`config.mk`:
```
export PLATFORM = sky130hd
export DESIGN_NAME = sync_lock_monitor
export DESIGN_NICKNAME = d
export VERILOG_FILES = /design/src/rtl/sync_lock_pkg.sv /design/src/rtl/sync_sat_counter.sv /design/src/rtl/sync_lock_monitor.sv
export SDC_FILE = /design/constraint.sdc
export NUM_CORES = 1
export LEC_CHECK = 0
export CAP_MARGIN = 30
export CORE_MARGIN = 2
export CORE_UTILIZATION = 61
export CTS_BUF_LIST = sky130_fd_sc_hd__clkbuf_4
export CTS_CLUSTER_SIZE = 30
export DETAILED_ROUTE_END_ITERATION = 7
export GPL_TIMING_DRIVEN = 1
export PLACE_DENSITY = 0.92
export SLEW_MARGIN = 5
export SYNTH_ARGS = -nofsm -noshare
export SYNTH_HDL_FRONTEND = slang
export SYNTH_SLANG_ARGS = --single-unit
export TNS_END_PERCENT = 10
```
`constraint.sdc`:
```
create_clock -name UpSig_RClk -period 4.18 [get_ports UpSig_RClk]
set_input_delay 0.836 -clock UpSig_RClk [delete_from_list [all_inputs] [get_ports UpSig_RClk]]
set_output_delay 0.836 -clock UpSig_RClk [all_outputs]
set_load 0.01 [all_outputs]
```
`src/rtl/sync_lock_pkg.sv`:
```
// Shared types and default words for the deserialiser sync/lock monitor.
package sync_lock_pkg;

  typedef enum logic [1:0] {
    HUNT      = 2'd0,
    WAIT_TAIL = 2'd1,
    WAIT_LOCK = 2'd2,
    LOCKED    = 2'd3
  } state_t;

  localparam logic [9:0] DEF_SYNC_WORD = 10'b0000011111;
  localparam logic [9:0] DEF_TAIL_WORD = 10'b1001111100;

  function automatic int cnt_width(input int max_val);
    return $clog2(max_val + 1);
  endfunction

endpackage

```
`src/rtl/sync_sat_counter.sv`:
```
// Saturating up-counter with synchronous clear (clear has priority) and async active-low reset.
module sync_sat_counter #(
  parameter int WIDTH = 8,
  parameter int MAX   = 255
) (
  input  logic             clk,
  input  logic             rst_n,
  input  logic             inc,
  input  logic             clr,
  output logic [WIDTH-1:0] cnt
);

  localparam logic [WIDTH-1:0] CNT_MAX = WIDTH'(MAX);

  always_ff @(posedge clk or negedge rst_n) begin
    if (!rst_n) begin
      cnt <= '0;
    end else if (clr) begin
      cnt <= '0;
    end else if (inc && (cnt != CNT_MAX)) begin
      cnt <= cnt + 1'b1;
    end
  end

endmodule

```
`src/rtl/sync_lock_monitor.sv`:
```
// Deserialiser sync/lock monitor: acquires lock, times out stalled acquisition, drops on loss.
// Optional SYNC_STATS_EN adds the relock_cnt loss-event counter port.
module sync_lock_monitor
  import sync_lock_pkg::*;
#(
  parameter int            DW          = 10,
  parameter logic [DW-1:0] SYNC_WORD   = DW'(DEF_SYNC_WORD),
  parameter logic [DW-1:0] TAIL_WORD   = DW'(DEF_TAIL_WORD),
  parameter int            SYNC_CNT    = 30,
  parameter int            ACQ_TIMEOUT = 1023,
  parameter int            LOS_CNT     = 4
) (
  input  logic          UpSig_RClk,
  input  logic          nRst,
  input  logic [DW-1:0] UpSig_ROut,
  input  logic          UpSig_nLock,
  output logic          sync_success,
  output logic [1:0]    sync_state,
  output logic          acq_timeout,
  output logic          loss_pulse
`ifdef SYNC_STATS_EN
  ,
  output logic [15:0]   relock_cnt
`endif
);

  localparam int RUN_W = cnt_width(SYNC_CNT);
  localparam int TMR_W = cnt_width(ACQ_TIMEOUT);
  localparam int LOS_W = cnt_width(LOS_CNT);

  state_t           state, state_nxt;
  logic [RUN_W-1:0] run_cnt;
  logic [TMR_W-1:0] tmr;
  logic [LOS_W-1:0] los_cnt;
  logic             is_sync, is_tail, in_wait, tmr_expire, los_last;
  logic             run_inc, tmr_clr, los_inc;
  logic             timeout_evt, loss_evt;

  assign is_sync    = (UpSig_ROut == SYNC_WORD);
  assign is_tail    = (UpSig_ROut == TAIL_WORD);
  assign in_wait    = (state == WAIT_TAIL) || (state == WAIT_LOCK);
  assign tmr_expire = (tmr == TMR_W'(ACQ_TIMEOUT - 1));
  assign los_last   = (los_cnt == LOS_W'(LOS_CNT - 1));

  assign run_inc = (state == HUNT) && is_sync;
  assign tmr_clr = !in_wait || (state_nxt != state);
  assign los_inc = (state == LOCKED) && UpSig_nLock;

  sync_sat_counter #(.WIDTH(RUN_W), .MAX(SYNC_CNT)) u_run_cnt (
    .clk(UpSig_RClk), .rst_n(nRst), .inc(run_inc), .clr(!run_inc), .cnt(run_cnt)
  );

  sync_sat_counter #(.WIDTH(TMR_W), .MAX(ACQ_TIMEOUT)) u_tmr (
    .clk(UpSig_RClk), .rst_n(nRst), .inc(in_wait), .clr(tmr_clr), .cnt(tmr)
  );

  sync_sat_counter #(.WIDTH(LOS_W), .MAX(LOS_CNT)) u_los_cnt (
    .clk(UpSig_RClk), .rst_n(nRst), .inc(los_inc), .clr(!los_inc), .cnt(los_cnt)
  );

  always_ff @(posedge UpSig_RClk or negedge nRst) begin
    if (!nRst) begin
      state <= HUNT;
    end else begin
      state <= state_nxt;
    end
  end

  // Advance takes priority over the timeout check when both hold in the same cycle.
  always_comb begin
    state_nxt = state;
    case (state)
      HUNT:      if (run_cnt == RUN_W'(SYNC_CNT)) state_nxt = WAIT_TAIL;
      WAIT_TAIL: if (is_tail) state_nxt = WAIT_LOCK;
                 else if (tmr_expire) state_nxt = HUNT;
      WAIT_LOCK: if (!UpSig_nLock) state_nxt = LOCKED;
                 else if (tmr_expire) state_nxt = HUNT;
      LOCKED:    if (los_last && UpSig_nLock) state_nxt = HUNT;
      default:   state_nxt = HUNT;
    endcase
  end

  always_comb begin
    timeout_evt = in_wait && (state_nxt == HUNT);
    loss_evt    = (state == LOCKED) && (state_nxt == HUNT);
  end

  always_ff @(posedge UpSig_RClk or negedge nRst) begin
    if (!nRst) begin
      sync_success <= 1'b0;
      acq_timeout  <= 1'b0;
      loss_pulse   <= 1'b0;
    end else begin
      sync_success <= (state == LOCKED);
      acq_timeout  <= timeout_evt;
      loss_pulse   <= loss_evt;
    end
  end

  assign sync_state = state;

`ifdef SYNC_STATS_EN
  sync_sat_counter #(.WIDTH(16), .MAX(16'hFFFF)) u_relock_cnt (
    .clk(UpSig_RClk), .rst_n(nRst), .inc(loss_evt), .clr(1'b0), .cnt(relock_cnt)
  );
`endif

endmodule

```
Word level (Yosys, flattened, before mapping)
Cells that the tools add are included.
- eq/ne operators: 14
- mux-type cells: 12
- reduce and logical (&&, ||, !) cells: 14
- $add $sub $neg: 3
- operators by type and width (kind ; count):
    10-bit == test (second input constant) ; 2
    10-bit 2-to-1 mux ; 2
    10-bit by 1-bit adder with 10-bit output (second input constant) ; 1
    10-bit by 5-bit == test with 1-bit output (second input constant) ; 1
    2-bit 2-to-1 mux ; 5
    5-bit 2-to-1 mux ; 2
    10-bit inequality test (second input constant) ; 1
    1-bit logical AND ; 8
    2-bit case mux with 4 select lines ; 1
    3-bit 2-to-1 mux ; 2
    5-bit by 1-bit adder with 5-bit output (second input constant) ; 1
    5-bit == test (second input constant) ; 1
    5-bit inequality test (second input constant) ; 1
    2-bit == test (second input constant) ; 2
    2-bit zero test ; 2
    2-bit inequality test (second input constant) ; 2
    3-bit by 1-bit adder with 3-bit output (second input constant) ; 1
    3-bit by 2-bit == test with 1-bit output (second input constant) ; 1
    3-bit inequality test (second input constant) ; 1
    2-bit by 1-bit == test with 1-bit output (second input constant) ; 1
    1-bit logical OR ; 2
    2-bit inequality test ; 1
    2-bit nonzero test ; 1
    1-bit zero test ; 1
- output and inout port bits: 5
- flip-flop bits (word level): 23

Depth between registers and ports, before layout
Gate-level depths: netlist (run 1).
- depth in word-level cells: 7
- gate-level depth with buffers: 8

Hierarchy
From an unflattened synthesis (run 1), not the netlist that was laid out.
- cell total of the unflattened synthesis: 151
- area, all modules: 1482.7 um^2
- by module, submodules not included (module ; cells an instance ; instances ; sequential area each (um^2) ; area an instance (um^2)):
    sync_sat_counter (u_tmr) ; 55 ; 1 ; 250.2 ; 536.8
    sync_lock_monitor ; 53 ; 1 ; 125.1 ; 462.9
    sync_sat_counter (u_run_cnt) ; 26 ; 1 ; 125.1 ; 284.0
    sync_sat_counter (u_los_cnt) ; 17 ; 1 ; 75.1 ; 198.9

Worst setup path after synthesis (run 1)
OpenSTA, ideal clock, no wires.
- path kind: in2reg
- start point: input UpSig_ROut[8]
- end point: register u_tmr.cnt[2]
- arrival: 2.074 ns
- path buffers: 0
- required time: 4.093 ns
- stages: 6
- library setup time: 0.087 ns
- path slack: 2.019 ns
- cell sequence: and4bb_2 -> nand4_1 -> o221a_2 -> a32oi_2 -> o21bai_4 -> a211oi_2
- longest elaborated chain between the ends: 6
- elaborated cells on any way between the ends: 7
- classes of those cells: 2 x eq/ne; 3 x mux; 2 x reduce/logical
- RTL lines (what ; line ; text):
    from (decl) ; sync_lock_monitor.sv:15 ; input logic [DW-1:0] UpSig_ROut,
    10-bit == test * ; sync_lock_monitor.sv:40 ; assign is_tail = (UpSig_ROut == TAIL_WORD);
    2-bit 2-to-1 mux * ; sync_lock_monitor.sv:74 ; WAIT_TAIL: if (is_tail) state_nxt = WAIT_LOCK;
    2-bit case mux with 4 select lines * ; sync_lock_monitor.sv:72 ; case (state)
    2-bit inequality test * ; sync_lock_monitor.sv:46 ; assign tmr_clr = !in_wait || (state_nxt != state);
    1-bit logical OR * ; sync_lock_monitor.sv:46 ;
    10-bit 2-to-1 mux or 2-bit nonzero test (tied branches) ; n/a ;
    to (signal assigned) ; sync_sat_counter.sv:21 ; cnt <= cnt + 1'b1;
    to (decl) ; sync_sat_counter.sv:10 ; output logic [WIDTH-1:0] cnt
Mark *: on every way between the ends. The rest lies on a longest branch, timed or not.
A chain may end at the register's enable or synchronous reset.

Worst setup path after layout (run 1)
- start point: input UpSig_nLock
- end point: register u_tmr.cnt[4]
- longest elaborated chain between the ends: 6
- elaborated cells on any way between the ends: 8
- classes of those cells: 1 x eq/ne; 4 x mux; 3 x reduce/logical
- RTL lines (what ; line ; text):
    from (decl) ; sync_lock_monitor.sv:16 ; input logic UpSig_nLock,
    1-bit logical AND ; sync_lock_monitor.sv:78 ; LOCKED: if (los_last && UpSig_nLock) state_nxt = HUNT;
    2-bit 2-to-1 mux ; sync_lock_monitor.sv:78 ;
    2-bit case mux with 4 select lines * ; sync_lock_monitor.sv:72 ;
    2-bit inequality test * ; sync_lock_monitor.sv:46 ;
    1-bit logical OR * ; sync_lock_monitor.sv:46 ;
    10-bit 2-to-1 mux or 2-bit nonzero test (tied branches) ; n/a ;
Marks and branches as above.

==> flow_metrics.env, run 1 <==
export IMPL_grt_pass1_wl_microns=4860
export IMPL_yosysWarnings=0
export IMPL_routed_wl_microns=2870
export IMPL_gp_congestion=0.848
export IMPL_fmax_mhz=393
export IMPL_ios=18
export IMPL_worstPathArrival_ns=2.75
export IMPL_coreArea_sq_um=2170
export IMPL_dpl_hpwl_microns=2240
export IMPL_dpl_cell_area_sq_um=1580
export IMPL_fillers=151
export IMPL_startpoint_type="primary input"
export IMPL_ant_nets=0
export IMPL_rsz0062_at_grt="false"
export IMPL_max_stage_delay_ns=0.56
export IMPL_final_hold_viol_count=0
export IMPL_drive_gt1_share_pct=8.64
export IMPL_whs_ns=0.588
export IMPL_clk_path_buf_depth=2
export IMPL_drv_slew=0
export IMPL_cellLeakagePower_uw=0.000663
export IMPL_synth_cells=141
export IMPL_wl_met1_microns=1210
export IMPL_outcome="completed"
export IMPL_diodes=0
export IMPL_htree_levels=1
export IMPL_skew_ns=0.00811
export IMPL_hold_path_class="reg2reg"
export IMPL_drv_cap=0
export IMPL_cp_max_fo=10
export IMPL_vias_per_cell=6.06
export IMPL_wl_met3_microns=97
export IMPL_final_cell_mix="dfrtp_1, nor2_1, clkdlybuf4s50_1"
export IMPL_clock_latency_ns=0.32
export IMPL_setup_tns_ns=0
export IMPL_avgSynthCellArea_sq_um=9.68
export IMPL_clockRootBuffer="clkbuf_4"
export IMPL_yosysUniqueCellTypes=34
export IMPL_slowest_stage="clkdlybuf4s50_1"
export IMPL_drc=0
export IMPL_synth_area_sq_um=1370
export IMPL_peakVddDrop_uv=235
export IMPL_timing_final_ws_setup_ns=1.63
export IMPL_post_cts_resized=0
export IMPL_max_slew_worst_pin_slew_ns=0.569
export IMPL_path_cells="clkdlybuf4s50_1 -> a21boi_4 -> or4_4 -> o21ai_0 -> a32oi_2 -> o21bai_4 -> nor2_1"
export IMPL_die_area_sq_um=2630
export IMPL_powerDensity_nw_per_um2=342
export IMPL_pre_cts_ws_ns=1.33
export IMPL_crit_path_end_kind="register"
export IMPL_grt_ovfl_total=0
export IMPL_vias=1151
export IMPL_die_w_microns=51.3
export IMPL_cts_buffers=3
export IMPL_routed_top_layer="met4"
export IMPL_period_share_pct=60.9
export IMPL_multiInputGateArea_sq_um=748
export IMPL_cts_tree="yes"
export IMPL_rows=17
export IMPL_drt_iter0_drc=23
export IMPL_maxSlewHeadroom_pct=61.9
export IMPL_layout_commonest_cell="dfrtp_1"
export IMPL_dr_wl_met2_microns=1440
export IMPL_finalSetupViolations=0
export IMPL_grt_pass1_vias=1198
export IMPL_io_buffers=17
export IMPL_wl_per_cell_microns=15.1
export IMPL_ys_seq_area_share_pct=42.2
export IMPL_die_h_microns=51.3
export IMPL_crit_buf_inv=1
export IMPL_grt_usage_pct=24.5
export IMPL_synthToLayoutAreaGrowth_pct=18.1
export IMPL_post_cts_setup_buffer_count=0
export IMPL_initial_core_util_pct=62.9
export IMPL_grt_max_degree=13
export IMPL_crit_type="in2reg"
export IMPL_final_nets=187
export IMPL_cts_sinks=23
export IMPL_syn_nets=165
export IMPL_finalCriticalPeriod_ns=2.55
export IMPL_crit_family="compound AO/OA/AOI/OAI gates"
export IMPL_dr_pass1_iters=4
export IMPL_cts_hold_buf=0
export IMPL_clk_pin_slew_ns=0.12
export IMPL_seq_area_sq_um=576
export IMPL_ys_seq_elements=23
export IMPL_total_power_uw=552
export IMPL_antenna_found_initial=0
export IMPL_stdcell_area_sq_um=1610
export IMPL_cp_required_ns=4.38
report_power, final:
part	switching, uW	total [uW]	internal (uW)
sequential	16.6	249	232
combinational	109	190	81.0
clock	69.0	113	43.8
total	195	552	357
area by class of cell:
| class | count | area share (%) |
|---|---|---|
| timing repair buffer | 18 | 11.5 |
| clock buffer | 4 | 1.86 |
| sequential | 23 | 35.7 |
| inverter | 10 | 2.33 |
| tap | 28 | 2.17 |
| multi-input combinational | 107 | 46.4 |
metal layers:
metal  vias to the layer above  global-route usage, %
met5                         -                      0
met4                         0                   17.1
met3                        18                   3.22
met2                        42                   42.6
met1                       543                   27.6
li1                        548                      -
synthesized netlist by cell type:
cell       instances  area [sq um]
nand3_1           10          50.1
or4_4              1          11.3
o31ai_1            1          7.51
o221a_2            1          11.3
nor3b_1            1          7.51
a211oi_2           3          37.5
nor3_1             4          20.0
and2_1             5          31.3
nand4b_1           1          8.76
o211ai_1           1          7.51
nor2_1            18          67.6
o2111ai_1          1          8.76
xor2_1             4          35.0
a21boi_4           1          18.8
nand2b_1           1          6.26
o21bai_4           1          18.8
o21ai_0            7          35.0
o311ai_1           1          8.76
and4bb_2           1          12.5
clkbuf_1           1          3.75
a31oi_1            2          12.5
xnor2_1            4          35.0
a32oi_2            1          16.3
a211oi_1           1          7.51
and3_1             3          18.8
inv_1             10          37.5
nand4_1            6          37.5
or3_1              1          6.26
mux2i_1            1          10.0
dfrtp_1           23           576
ha_1              11           138
nand2_1           10          37.5
a41o_1             1          10.0
a21oi_1            3          15.0
worst reg2reg max path, delay by kind of cell (launching register included):
kind,cells,cell delay [ns]
compound gates,4,0.78
fa+ha+maj,1,0.28
flops,1,0.52
simple gates,2,0.64
metrics by stage:
step | instances | utilization [%]
floorplan | 141 | -
global placement | 185 | 72.2
detailed placement | 186 | 72.9
CTS | 190 | 74.3
global route | 190 | 74.3
finish | 190 | 74.3
sequential cells by signal, summed over array words and instances (netlist names):
signal and cells:
sync_success 1, u_tmr.cnt 10, sync_state 2, u_los_cnt.cnt 3
loss_pulse 1, acq_timeout 1, u_run_cnt.cnt 5
worst paths after layout:
path,startpoint,endpoint,slack (ns),depth (start not counted)
max in group asynchronous,nRst,u_run_cnt.cnt[1],2.83,2
setup reg to reg,sync_state[1],u_tmr.cnt[4],1.85,7
hold / removal,u_tmr.cnt[7],u_tmr.cnt[7],0.59,2
hold reg to reg,u_tmr.cnt[7],u_tmr.cnt[7],0.59,2
setup / recovery,UpSig_nLock,u_tmr.cnt[4],1.63,7
min in group asynchronous,nRst,sync_success,0.86,1
kinds of logic after synthesis:
family                   after synthesis  share of synthesized area, %
AND/OR/NAND/NOR                       62                          23.1
AO/OA/AOI/OAI                         25                          15.8
flip-flops                            23                          42.2
buffers and inverters                 11                          3.02
adder cells (fa/ha/maj)               11                          10.1
XOR/XNOR                               8                          5.13
multiplexers                           1                         0.733
Note: power is estimated with default switching activity, not from simulation.
==> inputs of run 2 (changes only) <==
CORE_UTILIZATION = 56   (was 61)
PLACE_DENSITY = 0.86   (was 0.92)
clock period = 2.6 ns   (was 4.18 ns; I/O delays follow)
==> run 2 against run 1 <==
  * Worst setup slack lost 1.2 ns
  * Final cell count grew 0.53%
  * Routed wire length shrank 8.0%
  * Critical path depth is the same
  * Combinational power grew 63%
  * Critical path type is now reg2reg
  * Largest power group unchanged
  * Highest routed layer unchanged
==> flow_metrics.env, run 2 (synthesis results as in run 1) <==
export IMPL_outcome="completed"
export IMPL_initial_core_util_pct=60.5
export IMPL_dpl_hpwl_microns=2030
export IMPL_htree_levels=1
export IMPL_grt_busiest_layer="met2"
export IMPL_top_register="u_tmr.cnt"
export IMPL_top_regs="u_tmr.cnt (10), u_run_cnt.cnt (5), u_los_cnt.cnt (3)"
export IMPL_startpoint_type="register"
export IMPL_crit_path_end_kind="register"
export IMPL_setup_tns_ns=0
export IMPL_hold_path_class="in2async"
export IMPL_p_clk_share_pct=19.0
export IMPL_gr_usage_met2_pct=39.7
export IMPL_vias_per_cell=5.86
export IMPL_final_hold_viol_count=0
export IMPL_met3_usage_pct=2.54
export IMPL_pre_cts_ws_ns=0.114
export IMPL_path_depth=7
export IMPL_dpl_cell_area_sq_um=1580
export IMPL_grt_ovfl_total=0
export IMPL_clk_pin_slew_ns=0.13
export IMPL_p_sw_share_pct=34.3
export IMPL_slowest_stage="or4_4"
export IMPL_cts_sinks=23
export IMPL_final_cell_mix="dfrtp_1, nor2_1, clkdlybuf4s50_1"
export IMPL_path_cells="ha_1 -> a21boi_4 -> or4_4 -> o21ai_0 -> a32oi_2 -> o21bai_4 -> nor2_1"
export IMPL_fmax_mhz=454
export IMPL_cp_required_ns=2.80
export IMPL_io_buffers=17
export IMPL_postLayoutCoreUtil_pct=71.4
export IMPL_p_switching_uw=295
export IMPL_drc=0
export IMPL_routed_wl_microns=2640
export IMPL_cts_tree="yes"
export IMPL_crit_type="reg2reg"
export IMPL_stdcell_area_sq_um=1610
export IMPL_clock_latency_ns=0.31
export IMPL_grt_pass1_vias=1048
export IMPL_timing_final_ws_setup_ns=0.396
export IMPL_final_nets=188
export IMPL_post_cts_setup_buffer_count=0
export IMPL_ios=18
export IMPL_coreArea_sq_um=2250
export IMPL_cts_hold_buf=0
export IMPL_drv_slew=0
export IMPL_die_h_microns=53.4
export IMPL_post_cts_resized=0
export IMPL_crit_buf_inv=0
export IMPL_cellLeakagePower_uw=0.000665
export IMPL_rows=17
export IMPL_max_slew_worst_pin_slew_ns=0.345
export IMPL_grt_pass1_wl_microns=4360
export IMPL_rsz0062_at_grt="false"
export IMPL_layout_commonest_cell="dfrtp_1"
export IMPL_ant_nets=0
export IMPL_die_area_sq_um=2850
export IMPL_comb_power_share_pct=36.0
export IMPL_die_w_microns=53.4
export IMPL_gp_congestion=0.807
export IMPL_drt_iter0_drc=40
export IMPL_p_int_uw=566
export IMPL_finalSetupViolations=0
export IMPL_worstPathArrival_ns=2.40
export IMPL_drive_gt1_share_pct=9.20
export IMPL_max_stage_delay_ns=0.55
export IMPL_cts_buffers=3
export IMPL_wl_per_cell_microns=13.8
export IMPL_maxSlewHeadroom_pct=76.6
export IMPL_diodes=0
export IMPL_clk_path_buf_depth=2
export IMPL_powerDensity_nw_per_um2=535
export IMPL_reg2regPathDepth=7
export IMPL_total_power_uw=860
export IMPL_grt_use_met1_pct=24.6
export IMPL_crit_family="compound AO/OA/AOI/OAI gates"
export IMPL_synthToLayoutAreaGrowth_pct=17.9
export IMPL_period_share_pct=84.8
export IMPL_largest_reg_flops=10
export IMPL_grt_max_degree=24
export IMPL_skew_ns=0.00629
export IMPL_vias=1119
export IMPL_antenna_found_initial=0
export IMPL_grt_usage_pct=21.3
export IMPL_peakVddDrop_uv=398
export IMPL_cp_max_fo=10
export IMPL_finalCriticalPeriod_ns=2.20
export IMPL_clockRootBuffer="clkbuf_4"
export IMPL_dr_pass1_iters=4
export IMPL_drv_cap=0
export IMPL_seq_power_share_pct=45.0
## run 2: cell type report
class                      instances  area [sq um]
clock buffer                       3          22.5
clock inverter                     1          5.00
fill                             171           646
inverter                          10          37.5
multi-input combinational        107           748
sequential                        23           576
tap                               28          35.0
timing repair buffer              19           185
## run 2: worst paths after layout
| check | start | endpoint | slack [ns] |
|---|---|---|---|
| setup / recovery | sync_state[0] | u_tmr.cnt[8] | 0.40 |
| hold / removal | nRst | loss_pulse | 0.56 |
| setup reg to reg | sync_state[0] | u_tmr.cnt[8] | 0.40 |
| hold reg to reg | u_los_cnt.cnt[2] | u_los_cnt.cnt[1] | 0.58 |
| max in group asynchronous | nRst | u_tmr.cnt[1] | 1.81 |
| min in group UpSig_RClk | u_los_cnt.cnt[2] | u_los_cnt.cnt[1] | 0.58 |
## run 2: metrics by stage
step	hold slack, ns	std cells
2_1_floorplan	0.224	141
3_5_place_dp	0.559	187
4_1_cts	0.572	191
5_1_grt	0.588	191
6_report	0.561	191
3_3_place_gp	0.547	187
## run 2: per-layer routing
metal	share of wire, %	up-vias
met1	42	529
met3	3.9	5
met5	0	-
met4	1.6	0
li1	-	547
met2	52	38
## run 2: power groups by stage
stage / Combinational, uW / Sequential, uW / Clock, uW
after global routing: 344 / 389 / 183
final: 310 / 387 / 164
after detailed placement: 310 / 394 / 0
after floorplan: 195 / 405 / 0
after CTS: 310 / 387 / 170
after global placement: 297 / 392 / 0
